### config.mk
export PLATFORM = sky130hd
export DESIGN_NAME = intn_to_fp16_stream
export DESIGN_NICKNAME = d
export VERILOG_FILES = /design/src/rtl/intn_fp16_pkg.sv /design/src/rtl/intn_fp16_lane.sv /design/src/rtl/intn_to_fp16_stream.sv
export SDC_FILE = /design/constraint.sdc
export NUM_CORES = 1
export LEC_CHECK = 0
export ABC_AREA = 1
export CAP_MARGIN = 5
export CORE_MARGIN = 8
export CORE_UTILIZATION = 50
export DETAILED_ROUTE_END_ITERATION = 7
export PLACE_DENSITY = 0.86
export SYNTH_ARGS = -nofsm -noshare
export SYNTH_HDL_FRONTEND = slang
export SYNTH_SLANG_ARGS = --single-unit
### constraint.sdc
create_clock -name clk_i -period 3.05 [get_ports clk_i]
set_input_delay 0.7625 -clock clk_i [delete_from_list [all_inputs] [get_ports clk_i]]
set_output_delay 0.7625 -clock clk_i [all_outputs]
set_load 0.02 [all_outputs]
### src/rtl/intn_fp16_pkg.sv
// Shared fp16 constants and pipeline bundle types for the int-to-fp16 stream converter.
package intn_fp16_pkg;

    localparam int FP16_BIAS  = 15;
    localparam int FP16_EXP_W = 5;
    localparam int FP16_MAN_W = 10;

    localparam logic [15:0] FP16_POS_INF = 16'h7C00;
    localparam logic [15:0] FP16_MAX     = 16'h7BFF;

    // Widest integer a lane can carry; narrower lanes zero-extend their magnitude.
    localparam int LANE_MAX_W = 16;

    typedef struct packed {
        logic                  sign;
        logic [FP16_EXP_W-1:0] exp;
        logic [FP16_MAN_W-1:0] man;
    } fp16_t;

    typedef struct packed {
        logic                  sign;
        logic [LANE_MAX_W-1:0] mag;
        logic [3:0]            pos;
        logic                  zero;
    } lane_s1_t;

endpackage

### src/rtl/intn_fp16_lane.sv
// One conversion lane: stage-1 sign/magnitude/leading-one and stage-2 normalise/round/pack.
// INTN_FP16_SATURATE_EN clamps overflow to max finite instead of infinity.
module intn_fp16_lane
    import intn_fp16_pkg::*;
#(
    parameter int INT_WIDTH = 4,
    parameter int SIGNED    = 1
) (
    input  logic [INT_WIDTH-1:0] int_i,
    output lane_s1_t             s1_o,
    input  lane_s1_t             s1_i,
    output fp16_t                result_o,
    output logic                 ovf_o,
    output logic                 inexact_o
);

    logic [INT_WIDTH-1:0]  magNarrow;
    logic [LANE_MAX_W-1:0] magWide;
    logic                  signBit;
    logic [3:0]            posVal;

    always_comb begin
        signBit   = (SIGNED != 0) ? int_i[INT_WIDTH-1] : 1'b0;
        magNarrow = signBit ? -int_i : int_i;
        magWide   = '0;
        magWide[INT_WIDTH-1:0] = magNarrow;
        posVal = '0;
        for (int i = 0; i < LANE_MAX_W; i++) begin
            if (magWide[i]) posVal = 4'(i);
        end
        s1_o.sign = signBit;
        s1_o.mag  = magWide;
        s1_o.pos  = posVal;
        s1_o.zero = ~|magWide;
    end

    logic [15:0] normMag;
    logic        guardBit;
    logic        stickyBit;
    logic        roundUp;
    logic [10:0] manRound;
    logic [5:0]  expWide;

    // Leading one lands on bit 15; bits [14:5] are the mantissa, [4] guard, [3:0] sticky.
    always_comb begin
        normMag   = s1_i.mag << (4'd15 - s1_i.pos);
        guardBit  = normMag[4];
        stickyBit = |normMag[3:0];
        roundUp   = guardBit & (stickyBit | normMag[5]);
        manRound  = {1'b0, normMag[14:5]} + {10'd0, roundUp};
        expWide   = 6'(FP16_BIAS) + {2'b00, s1_i.pos} + {5'd0, manRound[10]};
        result_o  = fp16_t'({s1_i.sign, expWide[4:0], manRound[9:0]});
        ovf_o     = 1'b0;
        inexact_o = guardBit | stickyBit;
        if (expWide == 6'd31) begin
            ovf_o = 1'b1;
`ifdef INTN_FP16_SATURATE_EN
            result_o = fp16_t'({s1_i.sign, FP16_MAX[14:0]});
`else
            result_o = fp16_t'({s1_i.sign, FP16_POS_INF[14:0]});
`endif
        end
        if (s1_i.zero) begin
            result_o  = '0;
            ovf_o     = 1'b0;
            inexact_o = 1'b0;
        end
    end

endmodule

### src/rtl/intn_to_fp16_stream.sv
// Multi-lane two-stage valid/ready converter from INT_WIDTH-bit integers to fp16.
// Define INTN_FP16_SATURATE_EN to saturate overflow to +/-65504 instead of infinity.
module intn_to_fp16_stream
    import intn_fp16_pkg::*;
#(
    parameter int INT_WIDTH = 4,
    parameter int NUM_LANES = 4,
    parameter int SIGNED    = 1
) (
    input  logic                           clk_i,
    input  logic                           rst_i,
    input  logic                           in_valid_i,
    output logic                           in_ready_o,
    input  logic [NUM_LANES*INT_WIDTH-1:0] in_data_i,
    output logic                           out_valid_o,
    input  logic                           out_ready_i,
    output logic [NUM_LANES*16-1:0]        out_data_o,
    output logic [NUM_LANES-1:0]           out_ovf_o,
    output logic [NUM_LANES-1:0]           out_inexact_o
);

    if (INT_WIDTH < 1 || INT_WIDTH > LANE_MAX_W) begin : g_badWidth
        $error("intn_to_fp16_stream: INT_WIDTH must be 1..16");
    end
    if (NUM_LANES < 1 || NUM_LANES > 16) begin : g_badLanes
        $error("intn_to_fp16_stream: NUM_LANES must be 1..16");
    end

    lane_s1_t s1Lane_d [NUM_LANES];
    lane_s1_t s1Lane_q [NUM_LANES];
    fp16_t    resLane  [NUM_LANES];

    logic [NUM_LANES*16-1:0] outData_d;
    logic [NUM_LANES-1:0]    outOvf_d;
    logic [NUM_LANES-1:0]    outInexact_d;

    for (genvar k = 0; k < NUM_LANES; k++) begin : g_lane
        intn_fp16_lane #(
            .INT_WIDTH (INT_WIDTH),
            .SIGNED    (SIGNED)
        ) u_lane (
            .int_i     (in_data_i[k*INT_WIDTH +: INT_WIDTH]),
            .s1_o      (s1Lane_d[k]),
            .s1_i      (s1Lane_q[k]),
            .result_o  (resLane[k]),
            .ovf_o     (outOvf_d[k]),
            .inexact_o (outInexact_d[k])
        );
        assign outData_d[k*16 +: 16] = resLane[k];
    end

    logic s1Valid_q;
    logic s2Valid_q;
    logic s2En;
    logic s1En;

    logic [NUM_LANES*16-1:0] outData_q;
    logic [NUM_LANES-1:0]    outOvf_q;
    logic [NUM_LANES-1:0]    outInexact_q;

    assign s2En       = !s2Valid_q || out_ready_i;
    assign s1En       = !s1Valid_q || s2En;
    assign in_ready_o = s1En;

    // Each stage advances only when the stage ahead of it frees up, otherwise it holds.
    always_ff @(posedge clk_i) begin
        if (rst_i) begin
            s1Valid_q    <= 1'b0;
            s2Valid_q    <= 1'b0;
            outData_q    <= '0;
            outOvf_q     <= '0;
            outInexact_q <= '0;
            for (int k = 0; k < NUM_LANES; k++) s1Lane_q[k] <= '0;
        end else begin
            if (s1En) begin
                s1Valid_q <= in_valid_i;
                if (in_valid_i) s1Lane_q <= s1Lane_d;
            end
            if (s2En) begin
                s2Valid_q <= s1Valid_q;
                if (s1Valid_q) begin
                    outData_q    <= outData_d;
                    outOvf_q     <= outOvf_d;
                    outInexact_q <= outInexact_d;
                end
            end
        end
    end

    assign out_valid_o   = s2Valid_q;
    assign out_data_o    = outData_q;
    assign out_ovf_o     = outOvf_q;
    assign out_inexact_o = outInexact_q;

endmodule

==> results of run 1 <==
power breakdown:
group | leakage, nW | total (mW) | internal, mW | switching (mW)
sequential | 0.541 | 0.950 | 0.912 | 0.0383
clock | 0.0872 | 0.626 | 0.314 | 0.313
combinational | 1.05 | 0.357 | 0.134 | 0.222
total | 1.68 | 1.93 | 1.36 | 0.573
metrics by stage:
step / power [mW] / area [um2] / cells / worst slack, ns
global route: 2.03 / 3920 / 584 / 0.162
CTS: 1.94 / 3920 / 584 / 0.211
floorplan: 1.24 / 3380 / 478 / 1.26
finish: 1.93 / 3920 / 584 / 0.218
detailed placement: 1.32 / 3750 / 568 / 0.226
global placement: 1.31 / 3750 / 568 / 0.233
cell families after synthesis:
kind of cell    synth area share (%)
compound gates                  15.0
fa+ha+maj                       5.37
buf+inv                         16.2
flops                           40.5
other cells                    0.115
simple gates                    22.8
state kept, by name, indices dropped and copies added, names as in the netlist:
| name | cells |
|---|---|
| s1Valid_q | 1 |
| s1Lane_q | 28 |
| out_data_o | 32 |
| out_ovf_o | 4 |
| out_valid_o | 1 |
cell type report:
cell class                      instances  area [um2]  area share, %
Tap cell                               77        96.3           2.46
Sequential cell                        66        1320           33.7
Clock buffer                           13         149           3.80
Multi-Input combinational cell        317        1530           39.0
Timing Repair Buffer                   66         648           16.5
Clock inverter                          3        15.0          0.383
Inverter                               42         158           4.03
placed cells by master, fill, tap and decap left out, drive strengths merged:
cell           count
clkbuf            13
o21ai             33
ha                14
a21oi             54
nand2             98
nor2              46
nand3             28
or2                1
o211a              1
dfxtp             66
buf                5
nand3b             2
clkdlybuf4s50     61
clkinv             3
inv               42
a22oi              4
conb              32
a21boi             1
nand4              3
tightest hold or removal path: cells and delay by family (launching register included):
kind / cells / cell delay [ns]
and+or+nand+nor: 2 / 0.10
DFF: 1 / 0.31
per-layer routing:
metal  GRT usage, %  up-vias  part of all wire [%]
met1           18.1     1308                    44
li1               -     1477                     -
met5              0        -                     0
met2           24.1       84                    46
met4           7.46        0                   2.0
met3           5.90        9                   7.8
path summary, 6_finish.rpt:
kind | start | slack [ns] | cells after the start | end
min | out_ovf_o[1] | 0.44 | 2 | out_ovf_o[1]
min reg2reg | out_ovf_o[1] | 0.44 | 2 | out_ovf_o[1]
max | out_ready_i | 0.22 | 4 | in_ready_o
max reg2reg | s1Valid_q | 1.57 | 7 | out_data_o[24]
==> results.md, run 1 <==
* CTS H-tree depth at 3
* Total vias in the final route at 2,878
* Via/cell ratio at 4.93
* Final wirelength at 7.24 mm
* IO Count at 94
* Max-Slew Margin vs Limit at 56.5%
* Cell Area, Synth at 3260 um2
* Max Fclk at 353 MHz
* Syn_area_per_cell at 7.29 um2
* Hold Fails Final Rpt at 0
* Post-synthesis sequential area ratio at 40.5%
* Clk_lat worst skew at 0.34 ns
* Row count at 29
* Die X at 96.8 um
* CTS buffer count at 9
* Worst vdd ir at 255 uV
* Min cycle time layout at 2.83 ns
* Crit path cell chain: clkdlybuf4s50_1, inv_1, nand3_2, clkdlybuf4s50_1
* Worst setup path class: primary input to output port
* Iteration-0 DRC Markers at 127
* Post-DP HPWL at 5.46 mm
* Final setup fails at 0
* PostCTS Resize Cnt at 0
* Post-synthesis sequential element count at 66
* Yosys cell types at 25
* GRT Overall Usage at 15.4%
* CTS clk-pin slew, worst paths at 0.07 ns
* Postcts setup bufs at 0
* Worst-Margin Slew at 0.652 ns
* Synth area leaders: dfxtp_1, nand2_1, buf_4
* First-pass GRT wire length at 12.2 mm
* Number of synthesis warnings at 0
* DRT Pass-1 Iters at 4
* Starting Density at 51.6%
* Fin Setup TNS at 0 ns
* Core Util, Final at 62.0%
* Critical Path End Type: output port
* Post-synth EDFFs at 0
* Critical Path RT at 2.29 ns
* Status: finished, final reports clean
* Clk sinks at 66
* Largest delay contributor family on the critical path: buffers and inverters
* Worst Path Max Fanout at 5
* Worst path slowest cell: clkdlybuf4s50_1
* Die Span Y at 96.8 um
* Share of the synthesized area in the top cell type at 40.5%
* Antenna violations before repair at 0
* Most numerous cell on the critical path: clkdlybuf4s50_1
* GPL Wtd Cong at 0.824
* CP bufs+invs at 3
* GRT overflow at 0
* Post-cts hold buffer count at 0
* Top cell type by total area after synthesis: dfxtp_1
* Final antenna-violating net count at 0
* Count leader, synth: nand2_1
* Layout cell share with drive strength beyond 1 at 5.13%
* Hold WS at 0.444 ns
* Lkg Pwr at 1.68 nW
* Fillers at 557
* # DRC at 0
* RSZ-0062 raised after global routing: no
* Clock buffer depth at 2
* DR WL/cell at 12.4 um
* CTS tree: done
* Max-cap viol count at 0
* Vias in the first global route at 2,665
* Fraction of registers with async set/reset at 0%
* Largest net degree at the start of global routing at 43
* Final Max Tran Viols at 0
* Core ar. at 6310 um2
* HP Class: flip-flop to flip-flop
* WP data arrival at 2.07 ns
* Area Growth Syn to Fin at 20.1%
* # port buffers at 61
* Inserted Diodes at 0
* Delay of the slowest critical-path stage at 0.64 ns
* Top cells by count, synth: nand2_1, dfxtp_1, a21oi_1
* Post-synth top flop: dfxtp_1
* Setup Skew at 0.00441 ns
* Crit start category: primary input
* Final worst-path cycle share at 92.8%
* Pwr Density at 494 nW/um2
* Root Driver: clkbuf_8
* Mapped Cells at 447
* NumNets Final at 536
* Die area at 9360 um2
Power figures use the tool's default switching activity.
==> run 2: changes to the inputs <==
- CORE_UTILIZATION: 50 -> 53
- CTS_BUF_LIST: not set -> sky130_fd_sc_hd__clkbuf_2 sky130_fd_sc_hd__clkbuf_4 sky130_fd_sc_hd__clkbuf_8
- PLACE_DENSITY: 0.86 -> 0.75
- SYNTH_HIERARCHICAL: not set -> 1
==> run 2 against run 1 <==
The flow now finishes with violations (setup timing). Clock-buffer cell count up 8. Synthesized cell count rose to 4.4 times the previous value. Synthesized area rose to 3.7 times the previous value. Sequential cell count up 92. Final cell count rose to 4.3 times the previous value. Sequential share of layout area down 14 points. Sequential power up 150%. Worst setup slack worse by 0.46 ns. Non-clock buffer count up 302. Clock skew up 0.011 ns. Critical endpoint is now out_data_o[3]. Largest cell class unchanged. Highest routed layer unchanged.
==> results.md, run 2 <==
* Status: finished with violations (was finished, final reports clean)
* Failing checks: setup timing
* Final WS setup at -0.243 ns (was 0.218 ns)
* Die Span Y at 166 um (was 96.8 um)
* CP Launch Point: s1Lane_q[67] (was out_ready_i)
* Worst path slowest cell: dfxtp_4 (was clkdlybuf4s50_1)
* Clock network fraction of total power at 26.7% (was 32.4%)
* Total vias in the final route at 12,935 (was 2,878)
* Global Route met2 Usage at 40.3% (was 24.1%)
* Max-Slew Margin vs Limit at 46.7% (was 56.5%)
* Core ar. at 22,400 um2 (was 6310 um2)
* Gate power share at 36.3% (was 18.4%)
* Gr busiest metal: met2 (unchanged)
* Dpl ws at -0.489 ns (was 0.226 ns)
* Clk sinks at 158 (was 66)
* Worst vdd ir at 333 uV (was 255 uV)
* Pwr Density at 401 nW/um2 (was 494 nW/um2)
* Post-cts hold buffer count at 0 (unchanged)
* Critical Path RT at 3.41 ns (was 2.29 ns)
* Number of synthesis warnings at 6 (was 0)
* # port buffers at 93 (was 61)
* Largest net degree at the start of global routing at 170 (was 43)
* First-pass GRT wire length at 53.9 mm (was 12.2 mm)
* Min cycle time layout at 3.29 ns (was 2.83 ns)
* CTS buffer count at 17 (was 9)
* Final Max Tran Viols at 0 (unchanged)
* Worst-Margin Slew at 0.799 ns (was 0.652 ns)
* NumNets Final at 2,246 (was 536)
* Final worst-path cycle share at 108% (was 92.8%)
* CTS clk-pin slew, worst paths at 0.09 ns (was 0.07 ns)
* HP Class: flip-flop to flip-flop (unchanged)
* # DRC at 0 (unchanged)
* Via/cell ratio at 5.16 (was 4.93)
* Max Fclk at 304 MHz (was 353 MHz)
* Max-cap viol count at 0 (unchanged)
* Die area at 27,600 um2 (was 9360 um2)
* Critical Path End Type: flip-flop (was output port)
* Max reg flops at 84 (was 32)
* GRT overflow at 0 (unchanged)
* Post-DP HPWL at 22.0 mm (was 5.46 mm)
* Area Growth Syn to Fin at 33.0% (was 20.1%)
* Top reg by flops: s1Lane_q
* Root Driver: clkbuf_8 (unchanged)
* Starting Density at 53.5% (was 51.6%)
* CTS tree: done (unchanged)
* Share of power burned in registers at 37.0% (was 49.2%)
* Syn_area_per_cell at 6.10 um2 (was 7.29 um2)
* Hold Fails Final Rpt at 0 (unchanged)
* Lkg Pwr at 7.45 nW (was 1.68 nW)
* WP data arrival at 3.66 ns (was 2.07 ns)
* Worst setup path class: flip-flop to flip-flop (was primary input to output port)
* Global Route met1 Usage at 27.3% (was 18.1%)
* CTS H-tree depth at 4 (was 3)
* Total chip power at 6.37 mW (was 1.93 mW)
* RR Startpoint: s1Lane_q[67] (was s1Valid_q)
* Final antenna-violating net count at 0 (unchanged)
* Switching fraction of total power at 35.1% (was 29.6%)
* Hold WS at 0.473 ns (was 0.444 ns)
* Inserted Diodes at 0 (unchanged)
* Die X at 166 um (was 96.8 um)
* DRT Pass-1 Iters at 5 (was 4)
* Row count at 55 (was 29)
* Largest delay contributor family on the critical path: simple AND/OR/NAND/NOR gates (was buffers and inverters)
* GR Layer Usage met3 at 3.80% (was 5.90%)
* Mapped Cells at 1,961 (was 447)
* Antenna violations before repair at 0 (unchanged)
* Delay of the slowest critical-path stage at 0.41 ns (was 0.64 ns)
* DR WL/cell at 13.4 um (was 12.4 um)
* Critical hold path startpoint: out_ovf_o[2] (was out_ovf_o[1])
* Final wirelength at 33.7 mm (was 7.24 mm)
* Inst Count DP at 2,410 (was 568)
* Cell Area, Synth at 12,000 um2 (was 3260 um2)
* Final setup fails at 32 (was 0)
* Crit start category: flip-flop (was primary input)
* Most numerous cell on the critical path: nand2_2 (was clkdlybuf4s50_1)
* Leading cell types in the layout, fill and taps excluded: nand2_1, nor2_1, buf_4, nand3_1, inv_1 (was nand2_1, dfxtp_1, clkdlybuf4s50_1, a21oi_1, nor2_1)
* Iteration-0 DRC Markers at 768 (was 127)
* GPL Wtd Cong at 0.904 (was 0.824)
* GRT Overall Usage at 22.5% (was 15.4%)
* Fin Setup TNS at -3.34 ns (was 0 ns)
* RSZ-0062 raised after global routing: yes (was no)
* Worst Path Max Fanout at 8 (was 5)
* Pint at 4.14 mW (was 1.36 mW)
* Switching pwr at 2.24 mW (was 0.573 mW)
* Most common cell after layout, fill and taps aside: nand2_1 (unchanged)
* Clock buffer depth at 2 (unchanged)
* Setup Skew at 0.0154 ns (was 0.00441 ns)
* Vias in the first global route at 11,766 (was 2,665)
* Layout cell share with drive strength beyond 1 at 28.5% (was 5.13%)
* CP bufs+invs at 4 (was 3)
* IO Count at 94 (unchanged)
* Non-filler cells, final at 2,506 (was 584)
* Clk_lat worst skew at 0.47 ns (was 0.34 ns)
[run 2: cell types whose count changed in the layout (fill, tap and decap cells not counted), moves of 119 or more]
| cell | before | now |
|---|---|---|
| nand3_1 | 27 | 242 |
| nand2_1 | 97 | 329 |
| buf_4 | 5 | 253 |
| inv_1 | 41 | 160 |
| nor2_1 | 44 | 327 |
[run 2: final cells by class]
type	instances	area, um2
multi-input cells	1465	8000
fillers	1836	6460
flip-flops and latches	158	3180
repair buffers	368	3140
inverters	200	808
well taps	285	357
clock buffers	21	277
clock inverters	9	135
[run 2: final timing paths]
kind | end | slack (ns) | cells past startpoint
worst max-delay path | out_data_o[3] | -0.24 | 26
worst min-delay path | out_ovf_o[2] | 0.47 | 2
worst max register to register | out_data_o[3] | -0.24 | 26
worst min register to register | out_ovf_o[2] | 0.47 | 2
[run 2: per-stage QoR]
step           area, um2  util [%]
2_1_floorplan      12100         -
3_5_place_dp       14000      62.4
6_report           15900      71.1
4_1_cts            15200      67.8
5_1_grt            15900      71.1
3_3_place_gp       14000      62.4
[run 2: metal layers]
metal / up-vias / wire (um)
met5: - / 0
met4: 0 / 609
met3: 60 / 1370
met2: 307 / 17000
met1: 5943 / 14700
li1: 6625 / -
[run 2: repair_timing]
action | CTS | global route
pin swaps | 64 | 103
setup buffers | 50 | 21
gates resized for setup | 137 | 164
setup endpoints to repair | 44 | 48
[run 2: worst register-to-register path, stage by stage (launching register included)]
cell	delay, ns
dfxtp_4	0.41
buf_6	0.14
nand2_4	0.07
nand3_2	0.10
nand3_2	0.08
nand2_2	0.09
inv_2	0.05
nor2_2	0.13
ha_4	0.17
nand2_4	0.05
nor2_4	0.12
nand2_2	0.09
nor2_4	0.13
nand2_2	0.08
ha_4	0.19
ha_4	0.17
xor2_1	0.14
inv_1	0.08
nor2_1	0.11
nand3_1	0.14
nand2_2	0.15
clkinv_4	0.11
o21ai_0	0.09
a21oi_1	0.05
nand3b_1	0.15
nand2_1	0.08
nor2_1	0.04
[run 2: power by group through the flow]
stage	Combinational [mW]	Sequential (mW)	Clock [mW]
4_1_cts	2.12	2.35	1.73
2_1_floorplan	1.26	2.44	0
3_5_place_dp	1.94	2.40	0
6_report	2.31	2.36	1.70
3_3_place_gp	1.91	2.39	0
5_1_grt	2.54	2.38	1.80
==> run 3: changes to the inputs <==
- SLEW_MARGIN: not set -> 20
==> results of run 3 <==
No change in the layout: final DEF, timing and power equal those of run 2.
